===== config.mk =====
export PLATFORM = sky130hd
export DESIGN_NAME = req_prio_encoder
export DESIGN_NICKNAME = d
export VERILOG_FILES = /design/src/rtl/req_prio_encoder.sv
export SDC_FILE = /design/constraint.sdc
export NUM_CORES = 1
export LEC_CHECK = 0
export ABC_AREA = 1
export CORE_MARGIN = 5
export CORE_UTILIZATION = 42
export CTS_BUF_LIST = sky130_fd_sc_hd__clkbuf_4 sky130_fd_sc_hd__clkbuf_8
export DETAILED_ROUTE_END_ITERATION = 10
export DONT_BUFFER_PORTS = 1
export PLACE_DENSITY = 0.6
export SETUP_SLACK_MARGIN = 0.1
export SYNTH_ARGS = -nofsm -noshare
export SYNTH_HDL_FRONTEND = slang
export SYNTH_SLANG_ARGS = --single-unit

===== constraint.sdc =====
create_clock -name clk -period 2.4 [get_ports clk]
set_clock_uncertainty 0.15 [all_clocks]
set_input_delay 0.24 -clock clk [delete_from_list [all_inputs] [get_ports clk]]
set_output_delay 0.24 -clock clk [all_outputs]
set_load 0.02 [all_outputs]

===== src/rtl/req_prio_encoder.sv =====
// req_prio_encoder: sticky request collector with registered valid/ready index output.
// Requests are ORed into a pending mask; one pending index at a time is granted
// to a single consumer. Selection is lowest-index-first by default; defining
// REQ_PRIO_ROUND_ROBIN_EN switches to round-robin selection starting at rr_ptr.
module req_prio_encoder #(
  parameter int unsigned WIDTH = 8,
  parameter int unsigned IDX_W = 3
) (
  input  logic             clk,
  input  logic             resetn,
  input  logic             req_valid,
  input  logic [WIDTH-1:0] req_in,
  output logic             out_valid,
  input  logic             out_ready,
  output logic [IDX_W-1:0] out_idx,
  output logic [WIDTH-1:0] pending,
  output logic             busy,
  output logic             dup_drop
);

  typedef enum logic {
    IDLE = 1'b0,
    HOLD = 1'b1
  } state_t;

  state_t           state;
  state_t           state_nxt;
  logic [IDX_W-1:0] sel;
  logic             load;
  logic [WIDTH-1:0] take_mask;
  logic [WIDTH-1:0] incoming;
  logic [WIDTH-1:0] pending_nxt;
  logic             dup_nxt;

  // Index of the lowest set bit of v (0 when v is empty).
  function automatic logic [IDX_W-1:0] lowest_set(input logic [WIDTH-1:0] v);
    lowest_set = '0;
    for (int i = WIDTH - 1; i >= 0; i--) begin
      if (v[i]) lowest_set = IDX_W'(i);
    end
  endfunction

`ifdef REQ_PRIO_ROUND_ROBIN_EN
  logic [IDX_W-1:0]   rr_ptr;
  logic [2*WIDTH-1:0] doubled;
  logic [WIDTH-1:0]   rotated;
  logic [IDX_W-1:0]   offset;
  logic [IDX_W:0]     wrapped;

  // Rotate pending so rr_ptr lands at bit 0, find first set bit, rotate back.
  always_comb begin
    doubled = {pending, pending} >> rr_ptr;
    rotated = doubled[WIDTH-1:0];
    offset  = lowest_set(rotated);
    wrapped = {1'b0, rr_ptr} + {1'b0, offset};
    if (32'(wrapped) >= WIDTH) wrapped = wrapped - (IDX_W+1)'(WIDTH);
    sel = wrapped[IDX_W-1:0];
  end

  // Pointer moves just past each granted index, wrapping at WIDTH-1.
  always_ff @(posedge clk) begin
    if (!resetn) begin
      rr_ptr <= '0;
    end else if (load) begin
      rr_ptr <= (32'(sel) == WIDTH - 1) ? '0 : sel + 1'b1;
    end
  end
`else
  // Fixed priority: lowest pending index wins.
  always_comb begin
    sel = lowest_set(pending);
  end
`endif

  // Next-state, grant and pending-mask update.
  always_comb begin
    state_nxt   = state;
    load        = 1'b0;
    take_mask   = '0;
    incoming    = req_valid ? req_in : '0;

    case (state)
      IDLE: begin
        if (|pending) begin
          load      = 1'b1;
          state_nxt = HOLD;
        end
      end
      HOLD: begin
        if (out_ready) begin
          if (|pending) load = 1'b1;
          else          state_nxt = IDLE;
        end
      end
      default: state_nxt = IDLE;
    endcase

    if (load) take_mask = WIDTH'(1) << sel;
    pending_nxt = (pending & ~take_mask) | incoming;
    dup_nxt     = |(incoming & pending & ~take_mask);
  end

  // State and registered outputs.
  always_ff @(posedge clk) begin
    if (!resetn) begin
      state     <= IDLE;
      pending   <= '0;
      out_valid <= 1'b0;
      out_idx   <= '0;
      dup_drop  <= 1'b0;
      busy      <= 1'b0;
    end else begin
      state     <= state_nxt;
      pending   <= pending_nxt;
      out_valid <= (state_nxt == HOLD);
      if (load) out_idx <= sel;
      dup_drop  <= dup_nxt;
      busy      <= (state_nxt == HOLD) | (|pending_nxt);
    end
  end

endmodule


==> metrics.yaml <==
run_status:
  status: "finished clean"
power:
  power_uw: 579
  ir_drop_mv: 0.348
  p_leak_uw: 0.000449
  powerDensity_nw_per_um2: 625
cts:
  cts_tree: "yes"
  postCtsSetupBuffers: 0
  root_buffer: "clkbuf_4"
  clockBufferDepth: 2
  ctsHoldBuffers: 5
  htree_levels: 1
  clk_latency_ns: 0.28
  cts_sinks: 14
  cts_buffers: 3
  cts_resized: 0
  cts.clk_slew.worst_paths_ns: 0.08
route:
  vias: 769
  first_pass_iters: 4
  wl_mm: 1.92
  via_per_inst: 4.93
  drt_iter0_markers: 16
  wl_per_cell_um: 12.3
  drc: 0
  final_antenna_net_count: 0
global_route:
  antenna_found_initial: 0
  grt_pass1_wl_mm: 3.15
  overflow: 0
  grt_pass1_vias: 742
  grtUsageTotal_pct: 14.6
  grt_max_degree: 13
timing:
  fin_crit_sh_pct: 77.8
  final_max_slew_viol_count: 0
  slew_headroom_pct: 73.6
  hold_viol: 0
  fmax_mhz: 536
  tightest_slew_ns: 0.395
  holdWs_ns: 0.0122
  rsz0062_at_grt: "false"
  setup-tns-final_ns: 0
  period_minus_slack_ns: 1.87
  setup_viol: 0
setup_path:
  crit_arrival_ns: 1.87
  critPathLaunchType: "register"
  r2r-end: "busy$_SDFF_PN0_"
  crit_path_start: "pending[7]$_SDFF_PN0_"
  worstSetupPathType: "reg -> reg"
  r2r_start: "pending[7]$_SDFF_PN0_"
  crit_path_end_kind: "register"
  cp.required_ns: 2.40
  rr_worst_depth: 11
  critPathMaxFanout: 5
  r2r_setup_slack_ns: 0.53
  crit_path_end: "busy$_SDFF_PN0_"
synthesis:
  synth.ff_latch_count: 14
  ys_warn_count: 0
  synth.avg_cell_area_um2: 6.97
  ys_top_cells_by_area: "dfxtp_1 (33%), nand2_1 (15%), a21oi_1 (7.6%)"
  synth_top_cell_by_area: "dfxtp_1"
  synthTopCellsByCount: "nand2_1 (35), inv_1 (17), dfxtp_1 (14)"
  ys_async_sr_fraction_pct: 0
  synth_edf_count: 0
  synth_nets: 135
  seq_area_frac_synth_pct: 32.7
  synth-main-ff-cell: "dfxtp_1"
  synth_top_area_share_pct: 32.7
  synthCells: 123
  synthDistinctLibCells: 25
  netlist_area_um2: 857
  yosysMostFrequentCell: "nand2_1"
finish:
  layout-drive-gt1-share_pct: 15.5
  nets: 143
  fin_cells: 156
  area_delta_synth_final_pct: 8.18
  fin_area_um2: 927
  insertedDiodeCount: 0
die:
  die_area_um2: 3040
  placementRows: 16
  fp.dieH_um: 55.2
  core_area_um2: 1960
  initial_utilization_pct: 43.7
  die_w_um: 55.2
  io-pin-count: 26
min_path:
  hold_path.class: "in -> reg"
placed_design:
  placed_cell_area_um2: 855
  dp_hpwl_mm: 1.46
  routabilityCongestion: 0.820
  port-buffer-count: 0
  dp_cells: 148
flow_run:
  cap_violations: 0
-- cells by family after synthesis --
kind of cell | synth area share, %
flip-flops | 32.7
AO/OA/AOI/OAI | 12.7
AND/OR/NAND/NOR | 40.1
buffers and inverters | 14.5
-- how the worst min path moves through the flow --
stage / cells past startpoint / from / to / slack [ns]
floorplan: 2 / resetn / out_idx[0]$_SDFFE_PN0P_ / 0.23
CTS: 2 / req_in[4] / pending[4]$_SDFF_PN0_ / 0.004
finish: 2 / req_in[4] / pending[4]$_SDFF_PN0_ / 0.01
detailed placement: 2 / resetn / out_idx[1]$_SDFFE_PN0P_ / 0.23
global placement: 2 / resetn / out_idx[0]$_SDFFE_PN0P_ / 0.24
global route: 2 / req_in[4] / pending[4]$_SDFF_PN0_ / 0.02
-- critical path, cell delays in order, from the launching register on --
cell,delay (ns)
dfxtp_1,0.52
inv_1,0.07
nand2_1,0.10
nand2_1,0.07
a21oi_2,0.22
inv_2,0.07
nor2_2,0.10
nand2_1,0.08
nand2_1,0.08
nand3_1,0.07
nor2_1,0.13
a21oi_1,0.08
-- layout by cell type, fill, tap and decap left out --
cell | synthesis | routed
a21oi_2 | 1 | 1
nand2_4 | 2 | 2
clkbuf_4 | 0 | 3
inv_1 | 17 | 17
o21ai_0 | 2 | 2
a211oi_1 | 1 | 1
a31oi_1 | 1 | 1
nand4_1 | 2 | 2
clkinv_4 | 1 | 1
inv_2 | 4 | 4
nand3_1 | 3 | 3
nand2_8 | 1 | 1
nor2_4 | 3 | 3
nand2_1 | 35 | 35
nor2_1 | 13 | 13
a21oi_1 | 13 | 13
dfxtp_1 | 14 | 14
nand3_2 | 2 | 2
o22ai_1 | 1 | 1
nor2_8 | 1 | 1
nand2_2 | 1 | 1
nand3b_1 | 1 | 1
nor2_2 | 1 | 1
o21ai_1 | 1 | 1
dlygate4sd3_1 | 0 | 5
-- report_power, final --
group	leakage (uW)	total [uW]	internal [uW]	switching, uW
Combinational	0.000319	147	53.4	93.5
Sequential	0.000116	303	254	49.0
Clock	0.0000138	130	58.2	71.8
Total	0.000449	579	365	214
-- cell type report --
cell class	instances	area (um^2)
fillers	225	1030
multi-input cells	85	453
flip-flops and latches	14	280
inverters	22	87.6
repair buffers	5	50.0
well taps	27	33.8
clock buffers	3	22.5
-- metrics by stage --
| step | setup slack [ns] | utilization [%] |
|---|---|---|
| 2_1_floorplan | 0.785 | - |
| 3_3_place_gp | 0.555 | 43.6 |
| 3_5_place_dp | 0.573 | 43.6 |
| 4_1_cts | 0.553 | 47.3 |
| 5_1_grt | 0.422 | 47.3 |
| 6_report | 0.533 | 47.3 |
-- metal layers --
layer  share of wire [%]  global-route usage (%)  up-vias
li1                    -                       -      397
met2                  47                    24.6       35
met4                0.57                    2.43        0
met3                 9.2                    6.17        4
met5                   0                       0        -
met1                  43                    17.5      333
-- registers in the layout (all words and copies together), names as in the netlist --
register  flops
busy          1
dup_drop      1
out_idx       3
pending       8
state         1
Note: power is estimated with default switching activity, not from simulation.
